`config.mk`:
```
export PLATFORM = sky130hd
export DESIGN_NAME = load_store_unit
export DESIGN_NICKNAME = d
export VERILOG_FILES = /design/src/rtl/load_store_unit.sv
export SDC_FILE = /design/constraint.sdc
export NUM_CORES = 1
export LEC_CHECK = 0
export CAP_MARGIN = 5
export CORE_MARGIN = 4
export CORE_UTILIZATION = 35
export CTS_CLUSTER_SIZE = 10
export DETAILED_ROUTE_END_ITERATION = 7
export PLACE_DENSITY_LB_ADDON = 0.05
export SLEW_MARGIN = 25
export SYNTH_ARGS = -nofsm -noshare
export SYNTH_HDL_FRONTEND = slang
export SYNTH_SLANG_ARGS = --single-unit
```
`constraint.sdc`:
```
create_clock -name clk -period 3.3 [get_ports clk]
set_clock_uncertainty 0.15 [all_clocks]
set_input_delay 0.825 -clock clk [delete_from_list [all_inputs] [get_ports clk]]
set_output_delay 0.825 -clock clk [all_outputs]
set_load 0.05 [all_outputs]
```
`src/rtl/load_store_unit.sv`:
```
// ----------------------------------------------------------------------------
// load_store_unit
//
// Purpose
//   Initiator side of the word-wide data memory port. Takes one load or
//   store request at a time from the pipeline. Loads read one word and return
//   the addressed lane, either sign- or zero-extended. Word stores write
//   straight through. Byte and halfword stores read the word first, merge the
//   new lane into it and then write the whole word back.
//
// Handshake semantics (request and response side alike)
//   A transfer happens on a rising clk edge where valid && ready are both 1.
//   The request side is ready only in IDLE, so at most one request is in
//   flight. The response stays valid, with respData and respErr held stable,
//   until the consumer raises respReady.
//
// Ports
//   clk, rst_n            clock and asynchronous active-low reset
//   reqValid/reqReady     request handshake
//   reqWrite              1 = store, 0 = load
//   reqSize               0 byte, 1 half, 2 word, 3 illegal
//   reqSigned             sign-extend sub-word loads
//   reqAddr               byte address, little-endian lanes
//   reqWrData             store data, right-justified
//   respValid/respReady   response handshake
//   respData              load result (0 for stores and errors)
//   respErr               misaligned or illegal request
//   memWr*                clocked write port of the data memory
//   memRd*                combinational read port of the data memory
// ----------------------------------------------------------------------------
module load_store_unit #(
    parameter int WORD_ADDR_W = 5,
    parameter bit ALIGN_CHECK = 1'b1
) (
    input  logic                   clk,
    input  logic                   rst_n,
    input  logic                   reqValid,
    output logic                   reqReady,
    input  logic                   reqWrite,
    input  logic [1:0]             reqSize,
    input  logic                   reqSigned,
    input  logic [WORD_ADDR_W+1:0] reqAddr,
    input  logic [31:0]            reqWrData,
    output logic                   respValid,
    input  logic                   respReady,
    output logic [31:0]            respData,
    output logic                   respErr,
    output logic                   memWrEnable,
    output logic [WORD_ADDR_W-1:0] memWrAddress,
    output logic [31:0]            memWrData,
    output logic                   memRdEnable,
    output logic [WORD_ADDR_W-1:0] memRdAddress,
    input  logic [31:0]            memRdData
);

    localparam int AW = WORD_ADDR_W + 2;

    localparam logic [2:0] S_IDLE   = 3'd0;
    localparam logic [2:0] S_LOAD   = 3'd1;
    localparam logic [2:0] S_STORE  = 3'd2;
    localparam logic [2:0] S_RMW_RD = 3'd3;
    localparam logic [2:0] S_RMW_WR = 3'd4;
    localparam logic [2:0] S_RESP   = 3'd5;

    logic [2:0]    state_q, state_d;
    logic [AW-1:0] addr_q, addr_d;
    logic [1:0]    size_q, size_d;
    logic          signed_q, signed_d;
    logic [31:0]   wdata_q, wdata_d;
    logic [31:0]   merge_q, merge_d;
    logic [31:0]   resp_data_q, resp_data_d;
    logic          resp_err_q, resp_err_d;

    // Alignment decode on the incoming request. With checking disabled the
    // offending low address bits are masked, and size 3 is handled as a word.
    logic          req_err;
    logic [AW-1:0] req_addr_eff;
    logic [1:0]    req_size_eff;

    always_comb begin
        req_err      = 1'b0;
        req_addr_eff = reqAddr;
        req_size_eff = reqSize;
        case (reqSize)
            2'd1: begin
                if (ALIGN_CHECK) req_err = reqAddr[0];
                else             req_addr_eff[0] = 1'b0;
            end
            2'd2: begin
                if (ALIGN_CHECK) req_err = |reqAddr[1:0];
                else             req_addr_eff[1:0] = 2'b00;
            end
            2'd3: begin
                if (ALIGN_CHECK) begin
                    req_err = 1'b1;
                end else begin
                    req_addr_eff[1:0] = 2'b00;
                    req_size_eff      = 2'd2;
                end
            end
            default: ;
        endcase
    end

    // Lane extraction and extension of the word returned by memory.
    logic [7:0]  rd_byte;
    logic [15:0] rd_half;
    logic [31:0] load_val;

    always_comb begin
        case (addr_q[1:0])
            2'd0:    rd_byte = memRdData[7:0];
            2'd1:    rd_byte = memRdData[15:8];
            2'd2:    rd_byte = memRdData[23:16];
            default: rd_byte = memRdData[31:24];
        endcase
        rd_half = addr_q[1] ? memRdData[31:16] : memRdData[15:0];
        case (size_q)
            2'd0:    load_val = {{24{signed_q & rd_byte[7]}}, rd_byte};
            2'd1:    load_val = {{16{signed_q & rd_half[15]}}, rd_half};
            default: load_val = memRdData;
        endcase
    end

    // Merge of the store lane into the word read back during RMW_RD.
    logic [31:0] merged;

    always_comb begin
        merged = merge_q;
        if (size_q == 2'd0) begin
            case (addr_q[1:0])
                2'd0:    merged[7:0]   = wdata_q[7:0];
                2'd1:    merged[15:8]  = wdata_q[7:0];
                2'd2:    merged[23:16] = wdata_q[7:0];
                default: merged[31:24] = wdata_q[7:0];
            endcase
        end else if (addr_q[1]) begin
            merged[31:16] = wdata_q[15:0];
        end else begin
            merged[15:0]  = wdata_q[15:0];
        end
    end

    // Next-state logic.
    always_comb begin
        state_d     = state_q;
        addr_d      = addr_q;
        size_d      = size_q;
        signed_d    = signed_q;
        wdata_d     = wdata_q;
        merge_d     = merge_q;
        resp_data_d = resp_data_q;
        resp_err_d  = resp_err_q;
        case (state_q)
            S_IDLE: begin
                if (reqValid) begin
                    addr_d      = req_addr_eff;
                    size_d      = req_size_eff;
                    signed_d    = reqSigned;
                    wdata_d     = reqWrData;
                    // Response registers are rewritten on every accept so
                    // stores and errors report 0 data.
                    resp_data_d = 32'd0;
                    resp_err_d  = req_err;
                    if (req_err)                   state_d = S_RESP;
                    else if (!reqWrite)            state_d = S_LOAD;
                    else if (req_size_eff == 2'd2) state_d = S_STORE;
                    else                           state_d = S_RMW_RD;
                end
            end
            S_LOAD: begin
                resp_data_d = load_val;
                state_d     = S_RESP;
            end
            S_STORE:  state_d = S_RESP;
            S_RMW_RD: begin
                merge_d = memRdData;
                state_d = S_RMW_WR;
            end
            S_RMW_WR: state_d = S_RESP;
            S_RESP: begin
                if (respReady) state_d = S_IDLE;
            end
            default:  state_d = S_IDLE;
        endcase
    end

    always_ff @(posedge clk or negedge rst_n) begin
        if (!rst_n) begin
            state_q     <= S_IDLE;
            addr_q      <= '0;
            size_q      <= 2'd0;
            signed_q    <= 1'b0;
            wdata_q     <= 32'd0;
            merge_q     <= 32'd0;
            resp_data_q <= 32'd0;
            resp_err_q  <= 1'b0;
        end else begin
            state_q     <= state_d;
            addr_q      <= addr_d;
            size_q      <= size_d;
            signed_q    <= signed_d;
            wdata_q     <= wdata_d;
            merge_q     <= merge_d;
            resp_data_q <= resp_data_d;
            resp_err_q  <= resp_err_d;
        end
    end

    // Moore outputs, decoded from the state register only.
    assign reqReady     = (state_q == S_IDLE);
    assign respValid    = (state_q == S_RESP);
    assign respData     = resp_data_q;
    assign respErr      = resp_err_q;
    assign memRdEnable  = (state_q == S_LOAD) || (state_q == S_RMW_RD);
    assign memWrEnable  = (state_q == S_STORE) || (state_q == S_RMW_WR);
    assign memRdAddress = addr_q[AW-1:2];
    assign memWrAddress = addr_q[AW-1:2];
    assign memWrData    = (state_q == S_STORE)  ? wdata_q :
                          (state_q == S_RMW_WR) ? merged  : 32'd0;

endmodule

```
**Word-level counts from Yosys, hierarchy flattened**

Cells that the tools add are included.

- Memories kept: 0
- Memory bits (read-only): 0
- Word-level logic and storage cells: 56
- Bits in writable memories: 0
- Register bits: 110
- Bits in latches: 0
- Output and inout port bits: 79
- Bits of input ports: 79

- Bitwise operators: 2
- Add/sub/neg operators: 0
- Reduce and logical (&&, ||, !) cells: 12
- Shift operators: 0
- Multiply operators: 0
- Multiplexer cells: 21
- Equality and inequality tests: 13
- Magnitude comparators: 0
- Div/mod/pow operators: 0

Operator list:

| operator | number |
|---|---|
| two-way mux 32 bit | 4 |
| case mux 32 bit (2 select lines) | 2 |
| two-way mux 16 bit | 3 |
| two-way mux 8 bit | 4 |
| case mux 8 bit (3 select lines) | 1 |
| case mux 3 bit (4 select lines) | 1 |
| two-way mux 3 bit | 3 |
| equality test 2 x 1 -> 1 bit, second input constant | 3 |
| equality test 2 bit, second input constant | 3 |
| equality test 3 x 2 -> 1 bit, second input constant | 2 |
| equality test 3 bit, second input constant | 2 |
| AND reduction 2 bit | 3 |
| OR reduction 3 bit | 2 |
| zero test 2 bit | 2 |
| equality test 3 x 1 -> 1 bit, second input constant | 1 |
| zero test 3 bit | 1 |
| case mux 1 bit (3 select lines) | 1 |
| AND 1 bit | 2 |
| logical OR 1 bit | 2 |
| two-way mux 2 bit | 1 |
| inequality test 2 x 1 -> 1 bit, second input constant | 1 |
| inequality test 2 bit, second input constant | 1 |
| nonzero test 2 bit | 1 |
| OR reduction 2 bit | 1 |
| two-way mux 1 bit | 1 |

**Depth between registers and ports, before layout**

Gate-level depths: netlist of the first run.

- Depth in word-level cells: 6
- Depth in mapped cells: 7
- Depth with buffers taken out: 4

**Least setup slack after synthesis of the first run**

Ideal clock, no wire load.

- Path type: register -> output
- From: register size_q[0]
- To: output memWrData[16]
- Data arrival time: 2,364 ps
- Stages on the path, launching flop included: 7
- Buffers on the path: 2
- Required time: 2,325 ps
- Path slack: -39 ps
- Cell sequence: dfrtp_1 > buf_2 > nor3b_4 > nand2b_1 > buf_4 > mux2i_1 > o21ai_0

- Cells in the longest elaborated chain, start to end: 4

RTL lines:

| what | RTL line | text |
|---|---|---|
| start: declaration | 67 | `logic [1:0] size_q, size_d;` |
| start signal: assignment | 201 | `size_q <= size_d;` |
| zero test 2 bit | 130 | `if (size_q == 2'd0) begin` |
| two-way mux 32 bit | 130 |  |
| two-way mux 32 bit | 220 | `(state_q == S_RMW_WR) ? merged : 32'd0;` |
| two-way mux 32 bit | 219 | `assign memWrData = (state_q == S_STORE) ? wdata_q :` |
| end: declaration | 50 | `output logic [31:0] memWrData,` |

Every way passes these cells.

**Worst setup path after layout of the first run**

- From: register addr_q[1]
- To: output memWrData[31]

- Cells in the longest elaborated chain, start to end: 6
- Elaborated cells between the ends (all ways): 9
- Classes of those cells: eq/ne (2); mux (5); reduce/logical (2)

RTL lines:

| what | RTL line | text |
|---|---|---|
| start: declaration | 66 | `logic [AW-1:0] addr_q, addr_d;` |
| start signal: assignment | 200 | `addr_q <= addr_d;` |
| equality test 2 bit, or another cell as far along | 131 | `case (addr_q[1:0])` |
| OR reduction 3 bit (no line) | -- |  |
| two-way mux 8 bit | 131 |  |
| two-way mux 32 bit (*) | 130 |  |
| two-way mux 32 bit (*) | 220 |  |
| two-way mux 32 bit (*) | 219 |  |

Every way passes the cells marked *; elsewhere a longest branch is shown, timed or not.

==> results.sh, run 1 <==
export IMPL_rows=45
export IMPL_p_int_w=0.004441
export IMPL_final_cells=922
export IMPL_synth_main_ff_cell="dfrtp_1"
export IMPL_cts_root_buf="clkbuf_16"
export IMPL_cp_required_ns=2.32
export IMPL_wl_um=19390
export IMPL_synth_seq_area_share=0.4926
export IMPL_start_util=0.3622
export IMPL_final_core_util=0.5128
export IMPL_detail_route_wl_per_cell_um=21.03
export IMPL_synth_fp_nets=644
export IMPL_setup_ws_ns=0.09557
export IMPL_end_kind="output port"
export IMPL_clock_fmax_ghz=0.3121
export IMPL_fin_crit_sh=0.9710
export IMPL_cts_tree="done"
export IMPL_peakVddDrop_mv=0.4731
export IMPL_cts_clk_slew_worst_paths_ns=0.07
export IMPL_drc_errors=0
export IMPL_ys_top_cells_by_area="dfrtp_1 49%, nand2_1 10%, mux2_2 7.9%"
export IMPL_p_sw_frac=0.4646
export IMPL_port_buffers=157
export IMPL_grt_max_degree=57
export IMPL_viasPerCell=5.329
export IMPL_vias=4913
export IMPL_drt_initial_drc_count=472
export IMPL_area_delta_synth_final_pct=41.58
export IMPL_finalSetupTns_ns=0
export IMPL_maxCapViolations=0
export IMPL_p_per_area_mw_per_mm2=1048
export IMPL_combPwrFrac=0.571
export IMPL_synth_area_per_cell_um2=9.890
export IMPL_status="finished, final reports clean"
export IMPL_fin_total_pwr_w=0.008295
export IMPL_htree_levels=3
export IMPL_slew_violations=0
export IMPL_rsz0062_at_grt="no"
export IMPL_die_width_um=134.4
export IMPL_leakage_nw=3.442
export IMPL_die_h_um=134.4
export IMPL_pre_cts_ws_ns=0.3909
export IMPL_grt_util_all_layers=0.2164
export IMPL_path_class="flop to output port"
export IMPL_max_slew_margin=0.4866
export IMPL_grt_remaining_overflow=0
export IMPL_syn_area_mm2=0.005588
export IMPL_drive_above_1_share=0.1899
export IMPL_netSwitchingPower_w=0.003854
export IMPL_yosys_warnings=0
export IMPL_globalplace_congestion=0.8713
export IMPL_met3WireLength_um=1539
export IMPL_syn_inst=565
export IMPL_wl_met1_um=8342
export IMPL_hpwl_um=14480
export IMPL_min_period_ns=3.204
export IMPL_ys_ff_latch=110
export IMPL_numCtsBuffers=9
export IMPL_antenna_found_initial=0
export IMPL_grt_pass1_wl_um=29850
export IMPL_arrival_ns=2.23
export IMPL_async_flop_share=1.000
export IMPL_synth_edf_count=0
export IMPL_yosysTopAreaCellShare=0.4926
export IMPL_antenna_cells=0
export IMPL_p_clk_frac=0.146
export IMPL_io_pins=158
export IMPL_fin_nets=785
export IMPL_wl_met2_um=9198
export IMPL_worstPathMaxFanout=17
export IMPL_yosysUniqueCellTypes=45
export IMPL_dp_cells=904
export IMPL_tightestPinTransition_ns=0.7701
export IMPL_cp_start_kind="flop"
export IMPL_antenna_left=0
export IMPL_cts_sinks=110
export IMPL_seq_power_share=0.283
export IMPL_setup_viol=0
export IMPL_layout_common_cells="149 x nand2_1, 123 x clkdlybuf4s50_1, 110 x dfrtp_1, 52 x o21ai_0, 39 x mux2_2"
export IMPL_topRoutingLayerUsed="met4"
export IMPL_clock_latency_ns=0.35
export IMPL_finalHoldViolCount=0
export IMPL_ctsLongestPathBuffers=2
export IMPL_ctsHoldBuffers=0
export IMPL_core_mm2=0.01543
export IMPL_final_common_cell="nand2_1"
export IMPL_drt_pre_antenna_iters=7
export IMPL_yosysTopAreaCell="dfrtp_1"
export IMPL_die_area_mm2=0.01805
export IMPL_worstHoldPathType="flop to flop"
export IMPL_grt_pass1_vias=5033
==> per-layer routing <==
metal | global-route usage | vias up
li1 | - | 2270
met1 | 0.2910 | 2416
met2 | 0.3461 | 204
met3 | 0.06339 | 23
met4 | 0.05147 | 0
met5 | 0 | -
==> sequential cells by signal (all words and copies together), names as in the netlist <==
register,count
addr_q,7
size_q,2
merge_q,32
respErr,1
state_q,3
respData,32
signed_q,1
wdata_q,32
==> area by class of cell <==
type | instances | area, um^2
fillers | 1425 | 7516
clock buffers | 10 | 239.0
inverters | 4 | 15.01
repair buffers | 181 | 1992
well taps | 211 | 264.0
multi-input cells | 400 | 2557
flip-flops and latches | 110 | 2753
clock inverters | 6 | 91.34
==> what timing repair did <==
action | 4_1_cts | 5_1_grt
buffers inserted | 0 | 2
pin swaps | 1 | 1
endpoints found under the setup margin | 2 | 12
resized for setup | 0 | 2
==> logic make-up (layout without fill, tap and decap cells) <==
kind of cell           Yosys count  count (layout)  share of synthesized area
buffers and inverters           55             201                    0.05128
AO/OA/AOI/OAI                  134             134                     0.1803
AND/OR/NAND/NOR                216             216                     0.1767
flip-flops                     110             110                     0.4926
multiplexers                    50              50                    0.09919
==> stage by stage <==
step,instance area (um^2),hold WS [ns]
finish,7911,0.3331
CTS,7893,0.3344
floorplan,5588,0.2955
detailed placement,7562,0.3169
global route,7911,0.3554
global placement,7562,0.3160
==> worst paths after layout <==
kind / cells past startpoint / slack [ns] / startpoint / to
worst max-delay path: 5 / 0.1 / addr_q[1] / memWrData[31]
worst min-delay path: 2 / 0.33 / wdata_q[23] / wdata_q[23]
worst max register to register: 6 / 0.96 / state_q[2] / respData[21]
worst min register to register: 2 / 0.33 / wdata_q[23] / wdata_q[23]
max in group asynchronous: 2 / 1.85 / rst_n / signed_q
min in group asynchronous: 1 / 0.39 / rst_n / addr_q[6]
==> power groups by stage <==
stage / clock (W) / sequential, W / combinational, W
CTS: 0.00125 / 0.00234 / 0.00473
floorplan: 0 / 0.00274 / 0.00258
finish: 0.00122 / 0.00235 / 0.00473
global route: 0.00130 / 0.00241 / 0.00505
detailed placement: 0 / 0.00236 / 0.00472
global placement: 0 / 0.00235 / 0.00469
==> Yosys cell counts, types with 2 or more instances <==
| library cell | instances |
|---|---|
| buf_6 | 3 |
| dfrtp_1 | 110 |
| a32o_1 | 16 |
| nor3b_1 | 10 |
| a22o_1 | 14 |
| inv_1 | 3 |
| nor2_1 | 11 |
| o21ai_1 | 4 |
| and3b_1 | 2 |
| o2bb2ai_1 | 2 |
| a21boi_0 | 7 |
| or3b_2 | 2 |
| a222oi_1 | 6 |
| nor2b_1 | 4 |
| o22ai_1 | 2 |
| buf_2 | 13 |
| or2_2 | 9 |
| nand2b_1 | 14 |
| a21oi_1 | 4 |
| nand2_1 | 149 |
| mux2i_1 | 10 |
| buf_4 | 11 |
| clkbuf_1 | 24 |
| and2_1 | 2 |
| o21a_1 | 2 |
| o21ai_0 | 52 |
| a221oi_1 | 2 |
| nand3_1 | 7 |
| a221o_1 | 15 |
| mux2_2 | 39 |
| and3_1 | 2 |
==> worst max-delay path, stage by stage (launching register included) <==
cell and delay, ns:
dfrtp_1 0.66, clkinv_1 0.18, buf_4 0.24, or2_2 0.32, a32o_1 0.28, buf_4 0.20
Note: power is estimated with default switching activity, not from simulation.
==> inputs of run 2 (changes only) <==
Settings changed: CELL_PAD_IN_SITES_DETAIL_PLACEMENT set to 0, CELL_PAD_IN_SITES_GLOBAL_PLACEMENT set to 1, CORE_MARGIN 4 to not set.
==> run 2 against run 1 <==
Effect of this change: critical path depth did not move; worst hold slack improved by 0.0045 ns; first-iteration DRC count fell by 20%; global-route usage rose by 2.1 points; sequential power barely moved; highest routed layer is now met5.
==> results.sh, run 2 (synthesized netlist as in run 1, its figures left out) <==
export IMPL_wl_um=18810
export IMPL_final_common_cell="nand2_1"
export IMPL_grt_pass1_vias=4923
export IMPL_cts_clk_slew_worst_paths_ns=0.08
export IMPL_core_mm2=0.01537
export IMPL_reg2reg_to="respData[26]"
export IMPL_dp_cells=908
export IMPL_fin_nets=787
export IMPL_worstPathMaxFanout=10
export IMPL_die_area_mm2=0.01648
export IMPL_drc_errors=0
export IMPL_n_fill_cell=1436
export IMPL_cts_sinks=110
export IMPL_grt_remaining_overflow=0
export IMPL_antenna_found_initial=1
export IMPL_p_per_area_mw_per_mm2=1043
export IMPL_globalplace_congestion=0.8209
export IMPL_rrSetupSlack_ns=1.16
export IMPL_area_delta_synth_final_pct=41.63
export IMPL_die_h_um=128.4
export IMPL_arrival_ns=2.26
export IMPL_antenna_left=0
export IMPL_leakage_nw=3.439
export IMPL_grt_util_all_layers=0.2375
export IMPL_vias=4908
export IMPL_holdPathStages=2
export IMPL_final_core_util=0.5149
export IMPL_layout_common_cells="149 x nand2_1, 123 x clkdlybuf4s50_1, 109 x dfrtp_1, 52 x o21ai_0, 39 x mux2_2"
export IMPL_cpPeakStageDelay_ns=0.45
export IMPL_status="finished, final reports clean"
export IMPL_worstRegToRegCells=6
export IMPL_min_period_ns=3.231
export IMPL_slew_violations=0
export IMPL_fin_crit_sh=0.9789
export IMPL_path_class="flop to output port"
export IMPL_drt_initial_drc_count=377
export IMPL_numCtsBuffers=9
export IMPL_finalSetupTns_ns=0
export IMPL_htree_levels=3
export IMPL_critPathCapture="memWrData[9]"
export IMPL_detail_route_wl_per_cell_um=20.36
export IMPL_max_slew_margin=0.5451
export IMPL_port_buffers=157
export IMPL_grt_pass1_wl_um=28880
export IMPL_viasPerCell=5.312
export IMPL_final_cells=924
export IMPL_hpwl_um=13730
export IMPL_placed_cell_area_mm2=0.007580
export IMPL_r2r_start="addr_q[0]"
export IMPL_finalHoldViolCount=0
export IMPL_ctsHoldBuffers=0
export IMPL_critPathLaunch="size_q[1]"
export IMPL_start_util=0.3635
export IMPL_maxCapViolations=0
export IMPL_die_width_um=128.4
export IMPL_rsz0062_at_grt="no"
export IMPL_final_area_mm2=0.007914
export IMPL_slowest_stage="dfrtp_1"
export IMPL_clock_fmax_ghz=0.3095
export IMPL_setup_viol=0
export IMPL_path_delay_family="simple AND/OR/NAND/NOR gates"
export IMPL_cp_buffers_inverters=1
export IMPL_antenna_cells=0
export IMPL_cts_tree="done"
export IMPL_drt_pre_antenna_iters=5
export IMPL_clock_latency_ns=0.36
export IMPL_ctsLongestPathBuffers=2
export IMPL_rows=45
export IMPL_cp_start_kind="flop"
export IMPL_drive_above_1_share=0.1935
export IMPL_io_pins=158
export IMPL_peakVddDrop_mv=0.5739
export IMPL_cp_cell_sequence="or2_2 -> o21a_2 -> or2_2 -> a32o_1 -> buf_4"
export IMPL_cts_root_buf="clkbuf_16"
export IMPL_fin_total_pwr_w=0.008252
export IMPL_end_kind="output port"
export IMPL_timing_critical_path_mode_cell="or2_2"
export IMPL_crit_cells=5
export IMPL_cp_required_ns=2.32
export IMPL_tightestPinTransition_ns=0.6824
export IMPL_grt_max_degree=45
export IMPL_worstHoldPathType="flop to flop"
## run 2: how the worst min path moves through the flow
stage | start | end | slack (ns)
after detailed placement | wdata_q[25] | wdata_q[25] | 0.31
after global routing | wdata_q[21] | wdata_q[21] | 0.36
after global placement | wdata_q[21] | wdata_q[21] | 0.31
final | wdata_q[20] | wdata_q[20] | 0.34
after floorplan | wdata_q[16] | wdata_q[16] | 0.30
after CTS | wdata_q[21] | wdata_q[21] | 0.34
## run 2: per-layer routing
layer | vias up | global-route usage | part of all wire
li1 | 2277 | - | -
met1 | 2411 | 0.3299 | 0.47
met2 | 195 | 0.3650 | 0.44
met3 | 23 | 0.06071 | 0.067
met4 | 2 | 0.07059 | 0.019
met5 | - | 0 | 0.00069
## run 2: per-stage QoR
| step | hold WS, ns | setup slack (ns) |
|---|---|---|
| after floorplan | 0.2955 | -0.03893 |
| after global placement | 0.3136 | 0.4331 |
| after detailed placement | 0.3128 | 0.4066 |
| after CTS | 0.3359 | 0.02933 |
| after global routing | 0.3586 | 0.001741 |
| final | 0.3376 | 0.06948 |
## run 2: cell type report
| cell class | instances | area [um^2] | area share |
|---|---|---|---|
| clock buffer | 9 | 225.2 | 0.02846 |
| clock inverter | 7 | 101.3 | 0.01281 |
| timing repair buffer | 183 | 1994 | 0.2520 |
| sequential | 110 | 2754 | 0.3480 |
| tap | 211 | 264.0 | 0.03336 |
| multi-input combinational | 400 | 2560 | 0.3235 |
| inverter | 4 | 15.01 | 0.001897 |
## run 2: worst reg2reg max path: stages, from the launching register on
cell,delay [ns]
dfrtp_1,0.52
buf_4,0.22
mux2_4,0.34
o2111ai_2,0.27
a211oi_4,0.07
buf_4,0.20
a221o_1,0.28
## run 2: what timing repair did
| action | CTS | global route |
|---|---|---|
| buffers inserted | 0 | 0 |
| resized for setup | 1 | 3 |
| setup endpoints to repair | 1 | 9 |
| pin swaps | 0 | 0 |
## run 2: report_power, final
| group | leakage, nW | switching, W | internal, W |
|---|---|---|---|
| Combinational | 1.93 | 0.00286 | 0.00186 |
| Clock | 0.157 | 0.000611 | 0.000565 |
| Sequential | 1.35 | 0.000464 | 0.00189 |
